===== src/rtl/intc_pkg.sv =====
// Shared definitions for the interrupt controller.
//   - intc_state_e : maskable request FSM states
//   - DEF_VECTOR_BASE / DEF_NMI_VECTOR : default RAM vector addresses
//   - VEC_STRIDE   : byte distance between consecutive maskable vectors
//   - vec_addr()   : vector address of a maskable source
package intc_pkg;

    typedef enum logic [1:0] {
        ST_IDLE    = 2'd0,
        ST_REQUEST = 2'd1,
        ST_SERVICE = 2'd2
    } intc_state_e;

    localparam logic [8:0] DEF_VECTOR_BASE = 9'h100;
    localparam logic [8:0] DEF_NMI_VECTOR  = 9'h1FC;
    localparam logic [8:0] VEC_STRIDE      = 9'd4;

    // Each maskable source owns one 4-byte slot above the base address.
    function automatic logic [8:0] vec_addr(input logic [8:0] base, input logic [8:0] idx);
        return base + (idx * VEC_STRIDE);
    endfunction

endpackage


===== src/rtl/interrupt_controller_if.sv =====
// Control-unit side bundle of the interrupt controller.
//   master : control unit (drives mask, enable, ack/eoi pulses; reads requests)
//   slave  : interrupt controller (drives requests, id, vector and pending status)
interface interrupt_controller_if #(
    parameter int NUM_IRQ = 8,
    parameter int ID_W    = 4
);
    logic               maskWrite;
    logic [NUM_IRQ-1:0] maskData;
    logic               globalEnable;
    logic               intAck;
    logic               nmiAck;
    logic               eoi;
    logic               hardwareInterrupt;
    logic               maskableInterrupt;
    logic [ID_W-1:0]    irqId;
    logic [8:0]         vectorAddr;
    logic [NUM_IRQ-1:0] pending;

    modport master (
        output maskWrite, maskData, globalEnable, intAck, nmiAck, eoi,
        input  hardwareInterrupt, maskableInterrupt, irqId, vectorAddr, pending
    );

    modport slave (
        input  maskWrite, maskData, globalEnable, intAck, nmiAck, eoi,
        output hardwareInterrupt, maskableInterrupt, irqId, vectorAddr, pending
    );
endinterface


===== src/rtl/interrupt_controller_sync_edge.sv =====
// irq_sync_edge: two-flop synchroniser followed by a previous-value flop.
//   Clk    : system clock
//   reset  : asynchronous active-low reset
//   i_line : asynchronous input line
//   o_edge : one-cycle pulse when the synchronised line goes 0 -> 1
module irq_sync_edge (
    input  logic Clk,
    input  logic reset,
    input  logic i_line,
    output logic o_edge
);
    logic r_sync1;
    logic r_sync2;
    logic r_prev;

    // Synchronise the line and remember its previous synchronised value.
    always_ff @(posedge Clk or negedge reset) begin
        if (!reset) begin
            r_sync1 <= 1'b0;
            r_sync2 <= 1'b0;
            r_prev  <= 1'b0;
        end else begin
            r_sync1 <= i_line;
            r_sync2 <= r_sync1;
            r_prev  <= r_sync2;
        end
    end

    assign o_edge = r_sync2 & ~r_prev;
endmodule


===== src/rtl/interrupt_controller.sv =====
// interrupt_controller: edge-latching interrupt controller with fixed priority.
//   Clk, reset : clock and asynchronous active-low reset
//   irqIn      : asynchronous maskable lines (rising edge requests)
//   nmiIn      : asynchronous non-maskable line (rising edge requests)
//   bus        : control-unit bundle (mask, enable, ack/eoi, requests, id, vector, pending)
module interrupt_controller
    import intc_pkg::*;
#(
    parameter int         NUM_IRQ     = 8,
    parameter int         ID_W        = 4,
    parameter logic [8:0] VECTOR_BASE = DEF_VECTOR_BASE,
    parameter logic [8:0] NMI_VECTOR  = DEF_NMI_VECTOR
) (
    input  logic               Clk,
    input  logic               reset,
    input  logic [NUM_IRQ-1:0] irqIn,
    input  logic               nmiIn,
    interrupt_controller_if.slave bus
);
    intc_state_e        r_state;
    logic [NUM_IRQ-1:0] r_pending;
    logic [NUM_IRQ-1:0] r_mask;
    logic               r_nmi_pend;
    logic               r_maskable;
    logic [ID_W-1:0]    r_irq_id;
    logic [8:0]         r_vector;

    logic [NUM_IRQ-1:0] w_irq_edge;
    logic               w_nmi_edge;
    logic [NUM_IRQ-1:0] w_eligible;
    logic [ID_W-1:0]    w_win;
    logic [NUM_IRQ-1:0] w_id_onehot;
    logic               w_cur_ok;
    logic [NUM_IRQ-1:0] w_ack_clr;
    logic [NUM_IRQ-1:0] w_pending_nxt;
    logic               w_nmi_pend_nxt;
    logic [ID_W-1:0]    w_irq_id_nxt;

    // Lowest set index wins.
    function automatic logic [ID_W-1:0] prio_enc(input logic [NUM_IRQ-1:0] vec);
        logic [ID_W-1:0] idx;
        idx = {ID_W{1'b0}};
        for (int i = NUM_IRQ - 1; i >= 0; i--) begin
            if (vec[i]) begin
                idx = ID_W'(i);
            end
        end
        return idx;
    endfunction

    for (genvar g = 0; g < NUM_IRQ; g++) begin : g_irq_sync
        irq_sync_edge u_sync (
            .Clk    (Clk),
            .reset  (reset),
            .i_line (irqIn[g]),
            .o_edge (w_irq_edge[g])
        );
    end

    irq_sync_edge u_nmi_sync (
        .Clk    (Clk),
        .reset  (reset),
        .i_line (nmiIn),
        .o_edge (w_nmi_edge)
    );

    assign w_eligible  = bus.globalEnable ? (r_pending & r_mask) : {NUM_IRQ{1'b0}};
    assign w_win       = prio_enc(w_eligible);
    assign w_id_onehot = NUM_IRQ'(1'b1) << r_irq_id;
    // Still-valid test for the source currently being requested.
    assign w_cur_ok    = bus.globalEnable & (|(r_pending & r_mask & w_id_onehot));
    assign w_ack_clr   = ((r_state == ST_REQUEST) && bus.intAck) ? w_id_onehot : {NUM_IRQ{1'b0}};
    // Clear first, then OR in new edges so a same-cycle edge survives the ack.
    assign w_pending_nxt  = (r_pending & ~w_ack_clr) | w_irq_edge;
    assign w_nmi_pend_nxt = w_nmi_edge | (r_nmi_pend & ~bus.nmiAck);
    // Id the FSM will hold after this edge; the vector register follows it.
    assign w_irq_id_nxt   = ((r_state == ST_IDLE) && (|w_eligible)) ? w_win : r_irq_id;

    // Pending, mask, NMI pending and vector address registers.
    always_ff @(posedge Clk or negedge reset) begin
        if (!reset) begin
            r_pending  <= {NUM_IRQ{1'b0}};
            r_mask     <= {NUM_IRQ{1'b0}};
            r_nmi_pend <= 1'b0;
            r_vector   <= VECTOR_BASE;
        end else begin
            r_pending  <= w_pending_nxt;
            r_mask     <= bus.maskWrite ? bus.maskData : r_mask;
            r_nmi_pend <= w_nmi_pend_nxt;
            r_vector   <= w_nmi_pend_nxt ? NMI_VECTOR : vec_addr(VECTOR_BASE, 9'(w_irq_id_nxt));
        end
    end

    // Maskable request FSM with registered request output and latched id.
    always_ff @(posedge Clk or negedge reset) begin
        if (!reset) begin
            r_state    <= ST_IDLE;
            r_maskable <= 1'b0;
            r_irq_id   <= {ID_W{1'b0}};
        end else begin
            case (r_state)
                ST_IDLE: begin
                    if (|w_eligible) begin
                        r_state    <= ST_REQUEST;
                        r_maskable <= 1'b1;
                        r_irq_id   <= w_win;
                    end else begin
                        r_maskable <= 1'b0;
                    end
                end
                ST_REQUEST: begin
                    if (bus.intAck) begin
                        r_state    <= ST_SERVICE;
                        r_maskable <= 1'b0;
                    end else if (!w_cur_ok) begin
                        // Request withdrawn; pending is kept and re-arbitrated from IDLE.
                        r_state    <= ST_IDLE;
                        r_maskable <= 1'b0;
                    end else begin
                        r_maskable <= 1'b1;
                    end
                end
                ST_SERVICE: begin
                    r_maskable <= 1'b0;
                    if (bus.eoi) begin
                        r_state <= ST_IDLE;
                    end else begin
                        r_state <= ST_SERVICE;
                    end
                end
                default: begin
                    r_state    <= ST_IDLE;
                    r_maskable <= 1'b0;
                end
            endcase
        end
    end

    assign bus.hardwareInterrupt = r_nmi_pend;
    assign bus.maskableInterrupt = r_maskable;
    assign bus.irqId             = r_irq_id;
    assign bus.vectorAddr        = r_vector;
    assign bus.pending           = r_pending;
endmodule


===== src/flat_wrapper.sv =====
// flat-port wrapper written by rule: the top's interface ports become plain ports
module interrupt_controller_flat import intc_pkg::*;
#(
    parameter int         NUM_IRQ     = 8,
    parameter int         ID_W        = 4,
    parameter logic [8:0] VECTOR_BASE = DEF_VECTOR_BASE,
    parameter logic [8:0] NMI_VECTOR  = DEF_NMI_VECTOR
)
  (Clk, reset, irqIn, nmiIn, bus_maskWrite, bus_maskData, bus_globalEnable, bus_intAck, bus_nmiAck, bus_eoi, bus_hardwareInterrupt, bus_maskableInterrupt, bus_irqId, bus_vectorAddr, bus_pending);
  interrupt_controller_if #(.NUM_IRQ(NUM_IRQ), .ID_W(ID_W)) bus_i ();
  input  logic Clk;
  input  logic reset;
  input  logic [NUM_IRQ-1:0] irqIn;
  input  logic nmiIn;
  input wire logic [$bits(bus_i.maskWrite)-1:0] bus_maskWrite;
  input wire logic [$bits(bus_i.maskData)-1:0] bus_maskData;
  input wire logic [$bits(bus_i.globalEnable)-1:0] bus_globalEnable;
  input wire logic [$bits(bus_i.intAck)-1:0] bus_intAck;
  input wire logic [$bits(bus_i.nmiAck)-1:0] bus_nmiAck;
  input wire logic [$bits(bus_i.eoi)-1:0] bus_eoi;
  output wire logic [$bits(bus_i.hardwareInterrupt)-1:0] bus_hardwareInterrupt;
  output wire logic [$bits(bus_i.maskableInterrupt)-1:0] bus_maskableInterrupt;
  output wire logic [$bits(bus_i.irqId)-1:0] bus_irqId;
  output wire logic [$bits(bus_i.vectorAddr)-1:0] bus_vectorAddr;
  output wire logic [$bits(bus_i.pending)-1:0] bus_pending;
  assign bus_i.maskWrite = bus_maskWrite;
  assign bus_i.maskData = bus_maskData;
  assign bus_i.globalEnable = bus_globalEnable;
  assign bus_i.intAck = bus_intAck;
  assign bus_i.nmiAck = bus_nmiAck;
  assign bus_i.eoi = bus_eoi;
  assign bus_hardwareInterrupt = bus_i.hardwareInterrupt;
  assign bus_maskableInterrupt = bus_i.maskableInterrupt;
  assign bus_irqId = bus_i.irqId;
  assign bus_vectorAddr = bus_i.vectorAddr;
  assign bus_pending = bus_i.pending;
  interrupt_controller #(.NUM_IRQ(NUM_IRQ), .ID_W(ID_W), .VECTOR_BASE(VECTOR_BASE), .NMI_VECTOR(NMI_VECTOR)) u_core (.Clk(Clk), .reset(reset), .irqIn(irqIn), .nmiIn(nmiIn), .bus(bus_i));
endmodule

===== config.mk =====
export PLATFORM = sky130hd
export DESIGN_NAME = interrupt_controller_flat
export DESIGN_NICKNAME = d
export VERILOG_FILES = /design/src/rtl/intc_pkg.sv /design/src/rtl/interrupt_controller_if.sv /design/src/rtl/interrupt_controller_sync_edge.sv /design/src/rtl/interrupt_controller.sv /design/src/flat_wrapper.sv
export SDC_FILE = /design/constraint.sdc
export NUM_CORES = 1
export LEC_CHECK = 0
export BUFFER_PORTS_ARGS = -buffer_cell sky130_fd_sc_hd__buf_4
export CORE_ASPECT_RATIO = 1.25
export CORE_MARGIN = 2
export CORE_UTILIZATION = 50
export DETAILED_ROUTE_END_ITERATION = 10
export HOLD_SLACK_MARGIN = 0.15
export MAX_ROUTING_LAYER = met4
export PLACE_DENSITY_LB_ADDON = 0.25
export SYNTH_ARGS = -nofsm -noshare
export SYNTH_HDL_FRONTEND = slang
export SYNTH_SLANG_ARGS = --single-unit

===== constraint.sdc =====
create_clock -name Clk -period 1.6 [get_ports Clk]
set_input_delay 0.16 -clock Clk [delete_from_list [all_inputs] [get_ports Clk]]
set_output_delay 0.16 -clock Clk [all_outputs]
set_load 0.01 [all_outputs]

==> impl_metrics.tcl, run 1 <==
set metrics [dict create \
    synth_area_leaders "dfrtp_1, o21ai_0, mux2_2, buf_4, a22oi_2" \
    synthMuxAreaShare 0.0455 \
    die_y_microns 74.3 \
    start_util 0.523 \
    finalInstanceArea_sq_um 2610 \
    io_buffers 42 \
    core_sq_um 3780 \
    post_dp_cell_area_sq_um 2310 \
    grt_max_degree 54 \
    cts-root-buf "clkbuf_8" \
    r2r_setup_slack_ns 0.21 \
    cts.sinks 53 \
    synthAdderAreaFrac 0 \
    required_ns 1.80 \
    crit_buf_inv 0 \
    ir_worst_vdd_v 0.000825 \
    path_max_fanout 4 \
    antenna_cells 0 \
    power_density_nw_per_um2 1330 \
    firstDrtPassIters 5 \
    fin_nets 239 \
    drive_above_1_share 0.315 \
    grt_pass1_wl_microns 6400 \
    fin_skew_ns 0.00664 \
    synth-compound-area-share 0.143 \
    endpoint_kind "flip-flop" \
    routedWlPerCell_microns 14.2 \
    overflow 0 \
    cts_tree "built" \
    dp_hpwl_microns 2750 \
    crit_path_start_kind "flip-flop" \
    finalCriticalPeriod_ns 1.39 \
    area_growth_pct 31.8 \
    postCtsHoldBufs 19 \
    leakage_nw 1.17 \
    yosys.area_share.simple 0.0841 \
    cts_buffers 5 \
    tns_ns 0 \
    cts_setup_buffers 0 \
    antenna_found_initial 0 \
    cap_violations 0 \
    grt_util_all_layers 0.202 \
    worst_slew_pin_slew_ns 0.636 \
    ioPinCount 47 \
    cp_cell_sequence "a22oi_2 -> nand4_1 -> a311o_1" \
    ys_types 29 \
    holdPathStages 3 \
    arrival_ns 1.59 \
    yosysWarnings 0 \
    ctsLongestPathBuffers 2 \
    n_fill_cell 288 \
    synth_xor_xnor_area_share 0 \
    first_global_vias 1405 \
    utilization 0.689 \
    min_period_over_period 0.869 \
    rsz0062_at_grt "no" \
    slew_violations 0 \
    r2r_cells 3 \
    rows 25 \
    dieArea_sq_um 4480 \
    vias_per_cell 5.18 \
    setup_viol 0 \
    yosysTopAreaCell "dfrtp_1" \
    worstSetupPathDepth 3 \
    drt_iter0_drc 92 \
    synth_seq_cells 53 \
    cts_resized 0 \
    ant_nets 0 \
    vias 1399 \
    clkTransAtPathRegs_ns 0.09 \
    setup.worst_path.class "flip-flop to flip-flop" \
    synthDominantCellAreaShare 0.670 \
    hold_viol 0 \
    wl_microns 3850 \
    worst_path_max_delay_cell "dfrtp_1" \
    drc 0 \
    gp_congestion 0.931 \
    crit_family "compound AO/OA/AOI/OAI gates" \
    timing.slew.headroom 0.576 \
    insertion_delay_ns 0.31 \
    slowest_delay_ns 0.41 \
    status "finished clean" \
    design_power_total_mw 3.47 \
    die-width_microns 60.3 \
    synth_area_sq_um 1980 \
    yosysSeqAreaShare 0.670 \
    avgSynthCellArea_sq_um 12.9 \
    synth_top_family_by_area "compound AO/OA/AOI/OAI gates" \
    max_freq_mhz 719 \
    htree_levels 2 \
    synth_cells 153 \
    hp-class "input pin to flip-flop" \
]
==> flip-flops by register name, indices dropped and copies added, names as in the netlist, 2 cells and up <==
| register | count |
|---|---|
| u_core.bus.irqId | 3 |
| u_core.g_irq_sync.u_sync.r_sync1 | 8 |
| u_core.r_state | 2 |
| u_core.r_mask | 8 |
| u_core.bus.vectorAddr | 4 |
| u_core.g_irq_sync.u_sync.r_sync2 | 8 |
| u_core.bus.pending | 8 |
| u_core.g_irq_sync.u_sync.r_prev | 8 |
==> worst min-delay path: cells and delay by family <==
family	cells	cell delay, ns
AND/OR/NAND/NOR	1	0.08
AO/OA/AOI/OAI	1	0.09
buffers and inverters	1	0.10
==> synth_stat cells <==
| master | n |
|---|---|
| a21oi_2 | 2 |
| a32oi_1 | 2 |
| o21ai_1 | 2 |
| a21oi_1 | 4 |
| or2_1 | 1 |
| inv_1 | 13 |
| nand3b_1 | 1 |
| a22oi_1 | 1 |
| nand4b_1 | 2 |
| or2_2 | 1 |
| a22oi_2 | 4 |
| nand4bb_1 | 2 |
| nor3_4 | 1 |
| dfrtp_1 | 53 |
| nand2_1 | 7 |
| buf_4 | 7 |
| a311oi_1 | 1 |
| nand4_1 | 3 |
| mux2_2 | 8 |
| nor2_1 | 4 |
| nand2b_1 | 3 |
| conb_1 | 2 |
| o22ai_1 | 4 |
| o21ai_0 | 20 |
| a31o_2 | 1 |
| a311o_1 | 1 |
| or3b_4 | 1 |
| o21bai_1 | 1 |
| clkbuf_1 | 1 |
==> cells in the final DEF, fill, tap and decap left out, types with 2 or more instances in the layout <==
master / n
nand4b_1: 2
nor2_1: 4
a21oi_1: 4
nand4bb_1: 2
nand4_1: 3
dfrtp_1: 53
clkbuf_8: 7
a21oi_2: 2
mux2_2: 8
dlygate4sd3_1: 19
o21ai_1: 2
o22ai_1: 4
o21ai_0: 20
inv_1: 13
conb_1: 4
a32oi_1: 2
nand2_1: 7
nand2b_1: 3
buf_4: 42
a22oi_2: 4
==> cell type report <==
cell class	count	area [sq um]	area share
Clock buffer	7	96.3	0.0369
Timing Repair Buffer	61	505	0.194
Clock inverter	1	8.76	0.00336
Multi-Input combinational cell	81	554	0.213
Sequential cell	53	1330	0.509
Tap cell	54	67.6	0.0259
Inverter	13	48.8	0.0187
==> power breakdown <==
| part | switching, mW | leakage (nW) | internal, mW | total [mW] |
|---|---|---|---|---|
| sequential | 0.227 | 0.601 | 1.53 | 1.76 |
| combinational | 0.429 | 0.516 | 0.459 | 0.889 |
| clock | 0.427 | 0.0549 | 0.400 | 0.826 |
| total | 1.08 | 1.17 | 2.39 | 3.47 |
==> final timing paths <==
kind / from / end
worst min-delay path: bus_intAck / u_core.r_state[1]
worst min register to register: u_core.g_irq_sync[5].u_sync.r_sync1 / u_core.g_irq_sync[5].u_sync.r_sync2
worst max-delay path: u_core.r_mask[2] / u_core.bus.vectorAddr[2]
max in group asynchronous: reset / u_core.g_irq_sync[5].u_sync.r_sync2
min in group asynchronous: reset / u_core.bus.maskableInterrupt
worst max register to register: u_core.r_mask[2] / u_core.bus.vectorAddr[2]
==> per-layer routing <==
layer | track usage | part of all wire | up-vias
li1 | - | - | 648
met1 | 0.223 | 0.37 | 697
met2 | 0.342 | 0.55 | 45
met3 | 0.0417 | 0.045 | 9
met4 | 0.0963 | 0.030 | 0
met5 | - | 0 | -
==> logic make-up (layout without fill, tap and decap cells) <==
logic type | Yosys count | count (layout)
mux | 8 | 8
other cells | 2 | 4
compound gates | 43 | 43
flops | 53 | 53
buf+inv | 21 | 82
simple gates | 26 | 26
==> through the flow <==
step / std cells / setup slack, ns / hold WS (ns)
floorplan: 155 / 0.296 / -0.136
global placement: 243 / 0.233 / 0.209
detailed placement: 243 / 0.223 / 0.231
CTS: 270 / 0.208 / 0.160
global route: 270 / 0.0571 / 0.169
finish: 270 / 0.210 / 0.162
Note: power is estimated with default switching activity, not from simulation.
==> run 2, diff against run 1 <==
Settings changed: ABC_AREA from default to 1.
==> impl_metrics.tcl, run 2 <==
set metrics [dict create \
    firstDrtPassIters 4 \
    synth_cells 185 \
    start_util 0.516 \
    design_power_total_mw 3.84 \
    io_buffers 42 \
    cts.sinks 53 \
    endpoint_kind "flip-flop" \
    grt_max_degree 54 \
    overflow 0 \
    die_y_microns 76.1 \
    tns_ns 0 \
    synthArstFlopShare 1.00 \
    cts_setup_buffers 0 \
    slew_violations 0 \
    yosysMostFrequentCell "dfrtp_1" \
    clkTransAtPathRegs_ns 0.09 \
    wl_microns 3710 \
    fin_cells 303 \
    ctsLongestPathBuffers 2 \
    drc 0 \
    htree_levels 2 \
    worst_slew_pin_slew_ns 0.619 \
    rsz0062_at_grt "no" \
    worst_path_max_delay_cell "dfrtp_1" \
    grt_pass1_wl_microns 6350 \
    first_global_vias 1461 \
    setup.worst_path.class "flip-flop to flip-flop" \
    yosysWarnings 0 \
    finalCriticalPeriod_ns 1.46 \
    vias_per_cell 4.85 \
    crit_path_start_kind "flip-flop" \
    core_sq_um 4030 \
    power_density_nw_per_um2 1410 \
    hold_viol 0 \
    cap_violations 0 \
    arrival_ns 1.70 \
    status "finished clean" \
    final_common_cell "dfrtp_1" \
    hp-class "input pin to flip-flop" \
    gp_congestion 0.948 \
    ioPinCount 47 \
    drt_iter0_drc 58 \
    grt_util_all_layers 0.190 \
    cts_buffers 5 \
    die-width_microns 61.7 \
    vias 1470 \
    synth.top_cells.by_count "dfrtp_1, nand2_1, inv_1, nand3_1, o21ai_0" \
    drive_above_1_share 0.316 \
    yosysSeqAreaShare 0.638 \
    timing.slew.headroom 0.587 \
    critPathMostFrequentCell "nand2_1" \
    synth_edf_count 0 \
    synth_area_leaders "dfrtp_1, mux2_2, nand2_1, nand3_1, o21ai_0" \
    post-place-cells 274 \
    ir_worst_vdd_v 0.000841 \
    crit_family "simple AND/OR/NAND/NOR gates" \
    cp_cell_sequence "nor3_1 -> nand3_1 -> nand2_1 -> nor2_1 -> nand2_1 -> nand2_1 -> nand2_1" \
    fin_nets 270 \
    area_growth_pct 30.9 \
    required_ns 1.84 \
    utilization 0.675 \
    ys_types 23 \
    layout_common_cells "dfrtp_1, buf_4, nand2_1, dlygate4sd3_1, inv_1" \
    path_max_fanout 10 \
    antenna_found_initial 0 \
    cts-root-buf "clkbuf_8" \
    cts_tree "built" \
    avgSynthCellArea_sq_um 11.2 \
    leakage_nw 1.31 \
    setup_viol 0 \
    antenna_cells 0 \
    ant_nets 0 \
    crit_buf_inv 0 \
    routedWlPerCell_microns 12.3 \
    synth_flop_cell "dfrtp_1" \
    dp_hpwl_microns 2630 \
    yosysTopAreaCell "dfrtp_1" \
    synth_seq_cells 53 \
    dieArea_sq_um 4690 \
    max_freq_mhz 687 \
    insertion_delay_ns 0.30 \
    rows 26 \
    min_period_over_period 0.910 \
    synth_area_sq_um 2080 \
    slowest_delay_ns 0.51 \
    fin_skew_ns 0.00952 \
    synthDominantCellAreaShare 0.638 \
]
-- run 2: cell types whose count changed in the layout (fill, tap and decap cells not counted), moves of 4 or more --
cell	delta
nand3_1	+17
nand2_1	+16
inv_1	+7
nand2_2	+6
nand3_2	+5
a22oi_2	-4
nor3_1	+4
-- run 2: logic make-up (layout without fill, tap and decap cells) --
family                 Yosys count  count (layout)  share of synthesized area
AOI/OAI and AO/OA               24              24                     0.0632
other                            2               4                    0.00361
DFF                             53              53                      0.638
muxes                            8               8                     0.0433
buffers and inverters           34              94                     0.0890
and+or+nand+nor                 64              64                      0.163
-- run 2: per-layer routing --
layer  share of wire  track usage  wire length, microns
met1            0.39        0.221                  1440
met2            0.51        0.288                  1910
met3           0.048       0.0560                   178
met4           0.050        0.102                   184
met5               0            -                     0
-- run 2: cell type report --
| type | instances | area (sq um) |
|---|---|---|
| Sequential cell | 53 | 1330 |
| Fill cell | 335 | 1310 |
| Multi-Input combinational cell | 100 | 576 |
| Timing Repair Buffer | 64 | 533 |
| Inverter | 22 | 82.6 |
| Tap cell | 56 | 70.1 |
| Clock buffer | 5 | 68.8 |
| Clock inverter | 3 | 65.1 |
-- run 2: per-stage QoR --
step	worst slack [ns]	hold slack, ns	instance area [sq um]
3_5_place_dp	0.182	0.222	2380
2_1_floorplan	0.434	-0.136	2090
5_1_grt	0.0467	0.196	2720
4_1_cts	0.152	0.204	2720
6_report	0.145	0.200	2720
3_3_place_gp	0.282	0.222	2380
-- run 2: path summary, 6_finish.rpt --
path	cells after the start	start	endpoint	slack, ns
worst max-delay path	7	u_core.bus.irqId[1]	u_core.r_state[0]	0.14
worst min-delay path	2	bus_maskWrite	u_core.r_mask[0]	0.20
worst max register to register	7	u_core.bus.irqId[1]	u_core.r_state[0]	0.14
worst min register to register	0	u_core.g_irq_sync[4].u_sync.r_sync1	u_core.g_irq_sync[4].u_sync.r_sync2	0.35
max in group asynchronous	2	reset	u_core.bus.irqId[0]	0.75
min in group asynchronous	2	reset	u_core.r_mask[3]	0.40
-- run 2: report_power, final --
group / switching [mW] / internal, mW / leakage [nW]
sequential: 0.223 / 1.55 / 0.600
combinational: 0.565 / 0.480 / 0.639
clock: 0.400 / 0.621 / 0.0681
-- run 2: what timing repair did --
| action | in CTS | in global routing |
|---|---|---|
| hold buffers | 21 | 0 |
| endpoints found under the hold margin | 74 | 0 |
| resized for setup | 0 | 1 |
| setup endpoints to repair | 0 | 3 |
==> run 3, diff against run 2 <==
Settings changed: SYNTH_HIERARCHICAL from default to 1.
==> impl_metrics.tcl, run 3 <==
set metrics [dict create \
    avgSynthCellArea_sq_um 10.8 \
    min_from "bus_intAck" \
    finalCriticalPeriod_ns 1.32 \
    rsz0062_at_grt "no" \
    synthDominantCellAreaShare 0.644 \
    wl_microns 3870 \
    area_growth_pct 29.4 \
    insertion_delay_ns 0.30 \
    clkTransAtPathRegs_ns 0.09 \
    min_period_over_period 0.823 \
    io_buffers 42 \
    worstReg2RegStart "u_core/bus.pending[4]" \
    cts.sinks 53 \
    timing.slew.headroom 0.586 \
    synth.top_cells.by_count "dfrtp_1, nand2_1, nand3_1, inv_1, nor2_2" \
    start_util 0.511 \
    max_freq_mhz 760 \
    cts-root-buf "clkbuf_8" \
    slew_violations 0 \
    cts_resized 0 \
    dieArea_sq_um 4650 \
    firstDrtPassIters 4 \
    ioPinCount 47 \
    cap_violations 0 \
    path_max_fanout 6 \
    yosysSeqAreaShare 0.644 \
    grt_util_all_layers 0.198 \
    synth_flop_cell "dfrtp_1" \
    cts_tree "built" \
    drt_iter0_drc 83 \
    synthArstFlopShare 1.00 \
    ys_types 24 \
    leakage_nw 1.29 \
    final-seq-area_sq_um 1330 \
    hold_viol 0 \
    yosysMostFrequentCell "dfrtp_1" \
    hp-class "input pin to flip-flop" \
    synth_cells 190 \
    first_global_vias 1431 \
    required_ns 1.78 \
    fin_nets 273 \
    drc 0 \
    synth_area_sq_um 2060 \
    worstHoldEndpoint "u_core/r_state[1]" \
    ctsLongestPathBuffers 2 \
    r2r_cells 8 \
    endpoint_kind "flip-flop" \
    utilization 0.661 \
    htree_levels 2 \
    vias 1493 \
    core_sq_um 4030 \
    holdWs_ns 0.192 \
    tns_ns 0 \
    routedWlPerCell_microns 12.7 \
    power_density_nw_per_um2 1330 \
    r2r_setup_slack_ns 0.28 \
    yosysWarnings 6 \
    cts_setup_buffers 0 \
    final_common_cell "dfrtp_1" \
    synth_area_leaders "dfrtp_1, nand2_1, nand3_1, mux2_2, inv_1" \
    die-width_microns 61.4 \
    r2r_end "u_core/bus.vectorAddr[3]" \
    vias_per_cell 4.88 \
    fin_skew_ns 0.00297 \
    n_fill_cell 350 \
    synth_edf_count 0 \
    yosysTopAreaCell "dfrtp_1" \
    ant_nets 0 \
    antenna_cells 0 \
    grt_pass1_wl_microns 6440 \
    rows 26 \
    dp_hpwl_microns 2740 \
    status "finished clean" \
    overflow 0 \
    arrival_ns 1.50 \
    gp_congestion 0.889 \
    die_y_microns 75.8 \
    cts_buffers 5 \
    setup.worst_path.class "flip-flop to flip-flop" \
    multi_input_area_sq_um 587 \
    holdPathStages 3 \
    grt_max_degree 54 \
    layout_common_cells "dfrtp_1, buf_4, nand2_1, dlygate4sd3_1, nand3_1" \
    crit_path_start_kind "flip-flop" \
    setup_viol 0 \
    worst_slew_pin_slew_ns 0.620 \
    drive_above_1_share 0.296 \
    antenna_found_initial 0 \
    synth_seq_cells 53 \
    ir_worst_vdd_v 0.000642 \
]
-- run 3: metal layers --
metal / vias up / global-route usage / wire length (microns)
li1: 729 / - / -
met4: 0 / 0.0946 / 87
met5: - / - / 0
met1: 706 / 0.228 / 1520
met2: 50 / 0.323 / 2070
met3: 8 / 0.0458 / 191
-- run 3: cell type report --
cell class / count / share of cell area
clock inverter: 2 / 0.00657
clock buffer: 6 / 0.0310
inverter: 21 / 0.0295
sequential: 53 / 0.497
multi-input combinational: 107 / 0.220
timing repair buffer: 61 / 0.189
tap: 56 / 0.0263
-- run 3: metrics by stage --
stage / cells / total power, mW / worst slack, ns / area, sq um
6_report: 306 / 3.54 / 0.284 / 2670
5_1_grt: 306 / 3.79 / 0.0972 / 2670
2_1_floorplan: 192 / 2.33 / 0.425 / 2070
4_1_cts: 306 / 3.56 / 0.277 / 2670
3_5_place_dp: 279 / 2.73 / 0.297 / 2380
3_3_place_gp: 279 / 2.71 / 0.305 / 2380
-- run 3: where the power goes --
part,internal (mW),switching (mW),leakage (nW)
clock network,0.359,0.433,0.0518
logic,0.454,0.526,0.641
registers,1.55,0.215,0.601
total,2.36,1.17,1.29
-- run 3: worst max path at each step --
stage,from,endpoint,slack [ns],cells after the start
floorplan,u_core/bus.pending[1],u_core/bus.vectorAddr[3],0.43,8
global placement,u_core/bus.pending[4],u_core/bus.vectorAddr[3],0.31,8
detailed placement,u_core/bus.pending[4],u_core/bus.vectorAddr[3],0.30,8
CTS,u_core/bus.pending[4],u_core/bus.vectorAddr[3],0.28,8
global route,u_core/bus.pending[4],u_core/bus.vectorAddr[2],0.1,8
finish,u_core/bus.pending[4],u_core/bus.vectorAddr[3],0.28,8
-- run 3: timing repair --
| action | CTS | global route |
|---|---|---|
| hold buffers | 19 | 0 |
| setup endpoints to repair | 0 | 0 |
| endpoints found under the hold margin | 71 | 0 |
-- run 3: worst max-delay path, cell delays in order, from the launching register on --
cell      delay, ns
dfrtp_1        0.43
nand3_1        0.15
nand2_1        0.06
nor2_1         0.14
nand2_1        0.08
nand2_2        0.13
inv_2          0.04
nand3b_1       0.10
nand3_1        0.07
-- run 3: logic make-up after synthesis --
kind of cell / Yosys count / share of synthesized area
AND/OR/NAND/NOR: 82 / 0.191
flip-flops: 53 / 0.644
buffers and inverters: 32 / 0.0753
AO/OA/AOI/OAI: 13 / 0.0431
multiplexers: 8 / 0.0437
other: 2 / 0.00364
